===== src/rtl/requester_pkg.sv =====
// requester_pkg: shared sample width, FSM state type and default timing for codec_sample_requester.
`default_nettype none

package requester_pkg;

  localparam int SAMPLE_W            = 16;
  localparam int DEF_CLKS_PER_SAMPLE = 1024;
  localparam int DEF_TIMEOUT_CYCLES  = 512;
  localparam int DEF_BIT_DIV         = 8;

  typedef enum logic [0:0] {
    IDLE = 1'b0,
    WAIT = 1'b1
  } state_t;

endpackage

`default_nettype wire


===== src/rtl/sample_serializer.sv =====
// sample_serializer: shifts a loaded sample out MSB first, BIT_DIV clocks per bit, frame_sync on bit 15.
`default_nettype none

module sample_serializer
  import requester_pkg::*;
#(
  parameter int BIT_DIV = DEF_BIT_DIV
) (
  input  logic                clk,
  input  logic                reset,
  input  logic                load,
  input  logic [SAMPLE_W-1:0] data,
  output logic                sdata,
  output logic                frame_sync,
  output logic                busy
);

  localparam int                   DIV_W     = (BIT_DIV > 1) ? $clog2(BIT_DIV) : 1;
  localparam logic [DIV_W-1:0]     DIV_LAST  = DIV_W'(BIT_DIV - 1);
  localparam int                   IDX_W     = $clog2(SAMPLE_W);
  localparam logic [IDX_W-1:0]     IDX_FIRST = IDX_W'(SAMPLE_W - 1);

  logic [SAMPLE_W-1:0] shreg;
  logic [DIV_W-1:0]    div_cnt;
  logic [IDX_W-1:0]    bit_idx;

  always_ff @(posedge clk or negedge reset) begin
    if (!reset) begin
      shreg      <= '0;
      div_cnt    <= '0;
      bit_idx    <= '0;
      sdata      <= 1'b0;
      frame_sync <= 1'b0;
      busy       <= 1'b0;
    end else if (load) begin
      shreg      <= data;
      sdata      <= data[SAMPLE_W-1];
      frame_sync <= 1'b1;
      busy       <= 1'b1;
      div_cnt    <= '0;
      bit_idx    <= IDX_FIRST;
    end else if (busy) begin
      if (div_cnt == DIV_LAST) begin
        div_cnt    <= '0;
        frame_sync <= 1'b0;
        if (bit_idx == '0) begin
          busy  <= 1'b0;
          sdata <= 1'b0;
        end else begin
          // shreg[SAMPLE_W-1] is always the bit currently on sdata
          shreg   <= {shreg[SAMPLE_W-2:0], 1'b0};
          sdata   <= shreg[SAMPLE_W-2];
          bit_idx <= bit_idx - 1'b1;
        end
      end else begin
        div_cnt <= div_cnt + 1'b1;
      end
    end
  end

endmodule

`default_nettype wire


===== src/rtl/codec_sample_requester.sv =====
// codec_sample_requester: paces sample requests, captures final_sample, serializes it to the DAC, counts underruns.
// Option: define REQUESTER_UNDERRUN_MUTE_EN to send silence instead of repeating the last sample on timeout.
`default_nettype none

module codec_sample_requester
  import requester_pkg::*;
#(
  parameter int CLKS_PER_SAMPLE = DEF_CLKS_PER_SAMPLE,
  parameter int TIMEOUT_CYCLES  = DEF_TIMEOUT_CYCLES,
  parameter int BIT_DIV         = DEF_BIT_DIV
) (
  input  logic                clk,
  input  logic                reset,
  input  logic                enable,
  output logic                generate_next_sample,
  input  logic                new_sample_ready,
  input  logic [SAMPLE_W-1:0] sample_in,
  output logic [SAMPLE_W-1:0] held_sample,
  output logic                sdata,
  output logic                frame_sync,
  output logic                busy,
  output logic [7:0]          underrun_count
);

  localparam int                PER_W      = $clog2(CLKS_PER_SAMPLE);
  localparam logic [PER_W-1:0]  PER_LAST   = PER_W'(CLKS_PER_SAMPLE - 1);
  localparam int                WAIT_W     = $clog2(TIMEOUT_CYCLES + 2);
  localparam logic [WAIT_W-1:0] WAIT_LIMIT = WAIT_W'(TIMEOUT_CYCLES);

`ifdef REQUESTER_UNDERRUN_MUTE_EN
  localparam logic MUTE_ON_UNDERRUN = 1'b1;
`else
  localparam logic MUTE_ON_UNDERRUN = 1'b0;
`endif

  state_t              state;
  logic [PER_W-1:0]    period_cnt;
  logic [WAIT_W-1:0]   wait_cnt;
  logic [WAIT_W-1:0]   wait_next;
  logic                tick;
  logic                in_window;
  logic                capture;
  logic                timeout;
  logic                load;
  logic [SAMPLE_W-1:0] load_data;

  assign tick      = enable && (period_cnt == PER_LAST);
  assign wait_next = wait_cnt + 1'b1;
  // ready coinciding with the request pulse belongs to no request yet
  assign in_window = (state == WAIT) && enable && !generate_next_sample;
  assign capture   = in_window && new_sample_ready;
  assign timeout   = in_window && (wait_next >= WAIT_LIMIT);
  assign load      = capture || timeout;
  assign load_data = capture          ? sample_in :
                     MUTE_ON_UNDERRUN ? '0        : held_sample;

  always_ff @(posedge clk or negedge reset) begin
    if (!reset) begin
      state                <= IDLE;
      period_cnt           <= '0;
      wait_cnt             <= '0;
      generate_next_sample <= 1'b0;
      held_sample          <= '0;
      underrun_count       <= '0;
    end else begin
      generate_next_sample <= 1'b0;
      period_cnt <= (!enable || period_cnt == PER_LAST) ? '0 : period_cnt + 1'b1;

      if (load) held_sample <= load_data;
      if (timeout && !capture && underrun_count != 8'hFF)
        underrun_count <= underrun_count + 1'b1;

      case (state)
        IDLE: begin
          if (tick) begin
            generate_next_sample <= 1'b1;
            wait_cnt             <= '0;
            state                <= WAIT;
          end
        end
        WAIT: begin
          wait_cnt <= wait_next;
          if (!enable || load) state <= IDLE;
        end
      endcase
    end
  end

  sample_serializer #(
    .BIT_DIV (BIT_DIV)
  ) u_serializer (
    .clk        (clk),
    .reset      (reset),
    .load       (load),
    .data       (load_data),
    .sdata      (sdata),
    .frame_sync (frame_sync),
    .busy       (busy)
  );

endmodule

`default_nettype wire


===== config.mk =====
export PLATFORM = sky130hd
export DESIGN_NAME = codec_sample_requester
export DESIGN_NICKNAME = d
export VERILOG_FILES = /design/src/rtl/requester_pkg.sv /design/src/rtl/sample_serializer.sv /design/src/rtl/codec_sample_requester.sv
export SDC_FILE = /design/constraint.sdc
export NUM_CORES = 1
export LEC_CHECK = 0
export BUFFER_PORTS_ARGS = -buffer_cell sky130_fd_sc_hd__buf_2
export CORE_ASPECT_RATIO = 1.25
export CORE_UTILIZATION = 25
export CTS_BUF_LIST = sky130_fd_sc_hd__clkbuf_8
export CTS_CLUSTER_SIZE = 40
export DETAILED_ROUTE_END_ITERATION = 6
export GPL_TIMING_DRIVEN = 0
export SLEW_MARGIN = 20
export SYNTH_ARGS = -nofsm -noshare
export SYNTH_HDL_FRONTEND = slang
export SYNTH_HIERARCHICAL = 1
export SYNTH_SLANG_ARGS = --single-unit

===== constraint.sdc =====
create_clock -name clk -period 2.2 [get_ports clk]
set_clock_uncertainty 0.1 [all_clocks]
set_input_delay 0.33 -clock clk [delete_from_list [all_inputs] [get_ports clk]]
set_output_delay 0.33 -clock clk [all_outputs]
set_load 0.05 [all_outputs]

==> key figures <==
Clocking
  • Clock transition at path regs: 0.07 ns
  • Sink Count: 71
  • Clock root cell: clkbuf_8
  • Clock Tree Buf Depth: 2
  • CTS tree: yes
  • H-tree lvl count: 3
  • Worst-skew pair later-pin latency: 0.34 ns
  • Cts bufs inserted: 9

GRT
  • Busiest layer in global routing: met2
  • Number of global-route vias before repair: 2503
  • Grt met1 use: 13.8%
  • Met3 Track Usage GR: 2.96%
  • Gr usage total: 11.0%
  • GR Util met2: 18.1%
  • GRT overflow: 0
  • Pin count of the biggest net entering global routing: 49
  • Antenna violations before repair: 0
  • First-pass GRT wire length: 12300 um

Place
  • DP HPWL: 5320 um
  • RD Place Congestion: 0.760
  • Placed insts: 536
  • Port bufs: 47
  • Dpl cell area: 3950 sq um

STA
  • Rel. slew slack: 72.1%
  • Worst hold slack: 0.128 ns
  • Max-slew violation count: 0
  • Endpoints failing hold: 0
  • Period utilisation layout: 89.8%
  • Unrepaired setup endpoints after global routing: false
  • Minimum clock period: 1.98 ns
  • Slew @ Worst Pin: 0.419 ns
  • Setup TNS Final: 0 ns
  • F_max: 506 MHz
  • Final setup vio count: 0

Critical path
  • Max stage delay on crit path: 0.39 ns
  • Crit Path Category: flop to flop
  • Critical path startpoint: wait_cnt[5]$_DFFE_PN0P_
  • Delay-heaviest family, CP: compound AO/OA/AOI/OAI gates
  • Worst path cell trace: nand2_1 > o31a_1 > nor3_2 > nor2_2 > clkbuf_2 > a31oi_1 > a21oi_1
  • WP data arrival: 2.09 ns
  • Levels on crit path: 7
  • Worst Setup End Kind: flop
  • Worst Setup Start Kind: flop
  • Crit path to: u_serializer/shreg[3]$_DFFE_PN0P_
  • Worst path bufs/invs: 1
  • R2r setup slk: 0.22 ns
  • Worst-path maximum fanout: 10
  • Worst r2r src: wait_cnt[5]$_DFFE_PN0P_
  • Worst path required time: 2.32 ns
  • R2r worst-path depth: 7
  • Crit-path slowest cell: dfrtp_1
  • Reg-to-reg endpoint: u_serializer/shreg[3]$_DFFE_PN0P_

Power
  • Final Power: 2.28 mW
  • Leakage dissipation: 1.96 nW
  • VDD IR max: 0.000207 V
  • Power per Cell Area: 551 nW/um^2

Yosys
  • Mean post-synth cell area: 11.0 sq um
  • Top cells by area, synth: dfrtp_1 51%, mux2_2 11%, o21ai_0 3.2%
  • Total number of yosys warnings: 6
  • Synth Cell Area: 3470 sq um
  • Cell count after synthesis: 317
  • Syn Nets: 343
  • Number of synthesized register bits: 71
  • Synth area leader: dfrtp_1
  • Share of the synthesized area in the top cell type: 51.2%
  • Synth cell types: 46
  • Seq/Total Area, Yosys: 51.2%

Floorplanning
  • Die footprint: 14400 sq um
  • IO Pins: 48
  • Core Area: 13400 sq um
  • Die span in y: 134 um
  • Die X-Extent: 107 um
  • Rows: 47
  • Starting Density: 25.9%

Finish
  • Area growth from synthesis to layout: 19.2%
  • Commonest non-fill, non-tap cell in the layout: dfrtp_1
  • Most frequent cells in the layout: 71 x dfrtp_1, 55 x buf_2, 33 x mux2_2
  • Final instance area: 4140 sq um
  • # nets final: 403
  • Share of cells above drive strength 1: 30.7%
  • N_diodes: 0
  • Cell Count, Final, Fillers Out: 552

Route
  • Routed Antenna Nets: 0
  • Via count: 2599
  • Wire length per cell: 13.4 um
  • 1st-iter DRT viols: 98
  • WL final: 7410 um
  • First-pass iteration count of the detailed router: 4
  • Number of vias per cell: 4.71
  • Drt drc: 0

Status
  • Run status: completed

Hold path
  • Worst hold-check path type: input port to flop

Job
  • Max Cap Viol: 0
[cell usage after synthesis, drive strengths merged]
library cell / n
dfrtp: 71
mux2: 34
o21ai: 23
a21oi: 18
nor2: 17
nand2: 16
a31oi: 14
nor2b: 14
nand3: 13
buf: 12
xnor2: 10
clkbuf: 7
nand4: 7
and2: 6
ha: 6
xor2: 6
and3: 4
and4: 4
inv: 4
mux2i: 4
nor3: 3
or3: 3
a21o: 2
nor4: 2
o211ai: 2
or2: 2
a211o: 1
a22o: 1
a2bb2oi: 1
a311oi: 1
and4b: 1
nand2b: 1
nand3b: 1
nand4b: 1
nor3b: 1
o21a: 1
o31a: 1
o31ai: 1
or3b: 1
[flip-flops by register name, summed over array words and instances, names as in the netlist]
register and cells:
held_sample 16, state 1, u_serializer/frame_sync 1, period_cnt 10, underrun_count 8, u_serializer/busy 1
u_serializer/bit_idx 4, u_serializer/div_cnt 3, wait_cnt 10, u_serializer/shreg 15, u_serializer/sdata 1, generate_next_sample 1
[through the flow]
step                      utilization [%]  worst slack (ns)
after CTS                            30.8            0.0405
final                                30.9             0.225
after detailed placement             29.5           0.00712
after global placement               29.3            0.0627
after global routing                 30.9            0.0211
after floorplan                         -             0.138
[report_power, final]
| group | internal [mW] | leakage (nW) | switching, mW | total (mW) |
|---|---|---|---|---|
| logic | 0.0244 | 1.03 | 0.0435 | 0.0679 |
| clock network | 0.424 | 0.0868 | 0.475 | 0.899 |
| registers | 1.31 | 0.849 | 0.00515 | 1.31 |
[worst min-delay path by stage]
stage | startpoint | endpoint | slack, ns | cells after the start
after floorplan | reset | generate_next_sample$_DFF_PN0_ | -0.07 | 0
after global placement | wait_cnt[6]$_DFFE_PN0P_ | wait_cnt[6]$_DFFE_PN0P_ | 0.37 | 1
after detailed placement | reset | held_sample[11]$_DFFE_PN0P_ | 0.16 | 1
after CTS | sample_in[13] | held_sample[13]$_DFFE_PN0P_ | 0.10 | 2
after global routing | sample_in[14] | held_sample[14]$_DFFE_PN0P_ | 0.11 | 2
final | sample_in[5] | held_sample[5]$_DFFE_PN0P_ | 0.13 | 2
[timing repair]
action	in CTS	in global routing
endpoints found under the setup margin	1	23
setup buffers	0	0
hold buffers	1	0
pin swaps	0	0
gates resized for setup	1	6
endpoints found under the hold margin	23	0
[metal layers]
layer  up-vias  wire length [um]
met3        11               275
met4         0               102
met1      1294              3300
li1       1255                 -
met2        39              3730
met5         -                 0
[final cells by class]
type	instances	area, sq um
multi-input combinational	223	1580
fill	1415	9270
buffer	19	113
sequential	71	1780
inverter	4	15.0
timing repair buffer	49	275
tap	171	214
clock inverter	5	27.5
clock buffer	10	138
[cell families after synthesis]
group	synth area share [%]
xor+xnor	4.03
buf+inv	3.57
fa+ha+maj	2.16
mux	12.3
compound gates	11.0
simple gates	15.8
flops	51.2
(Power assumes the default switching activity.)
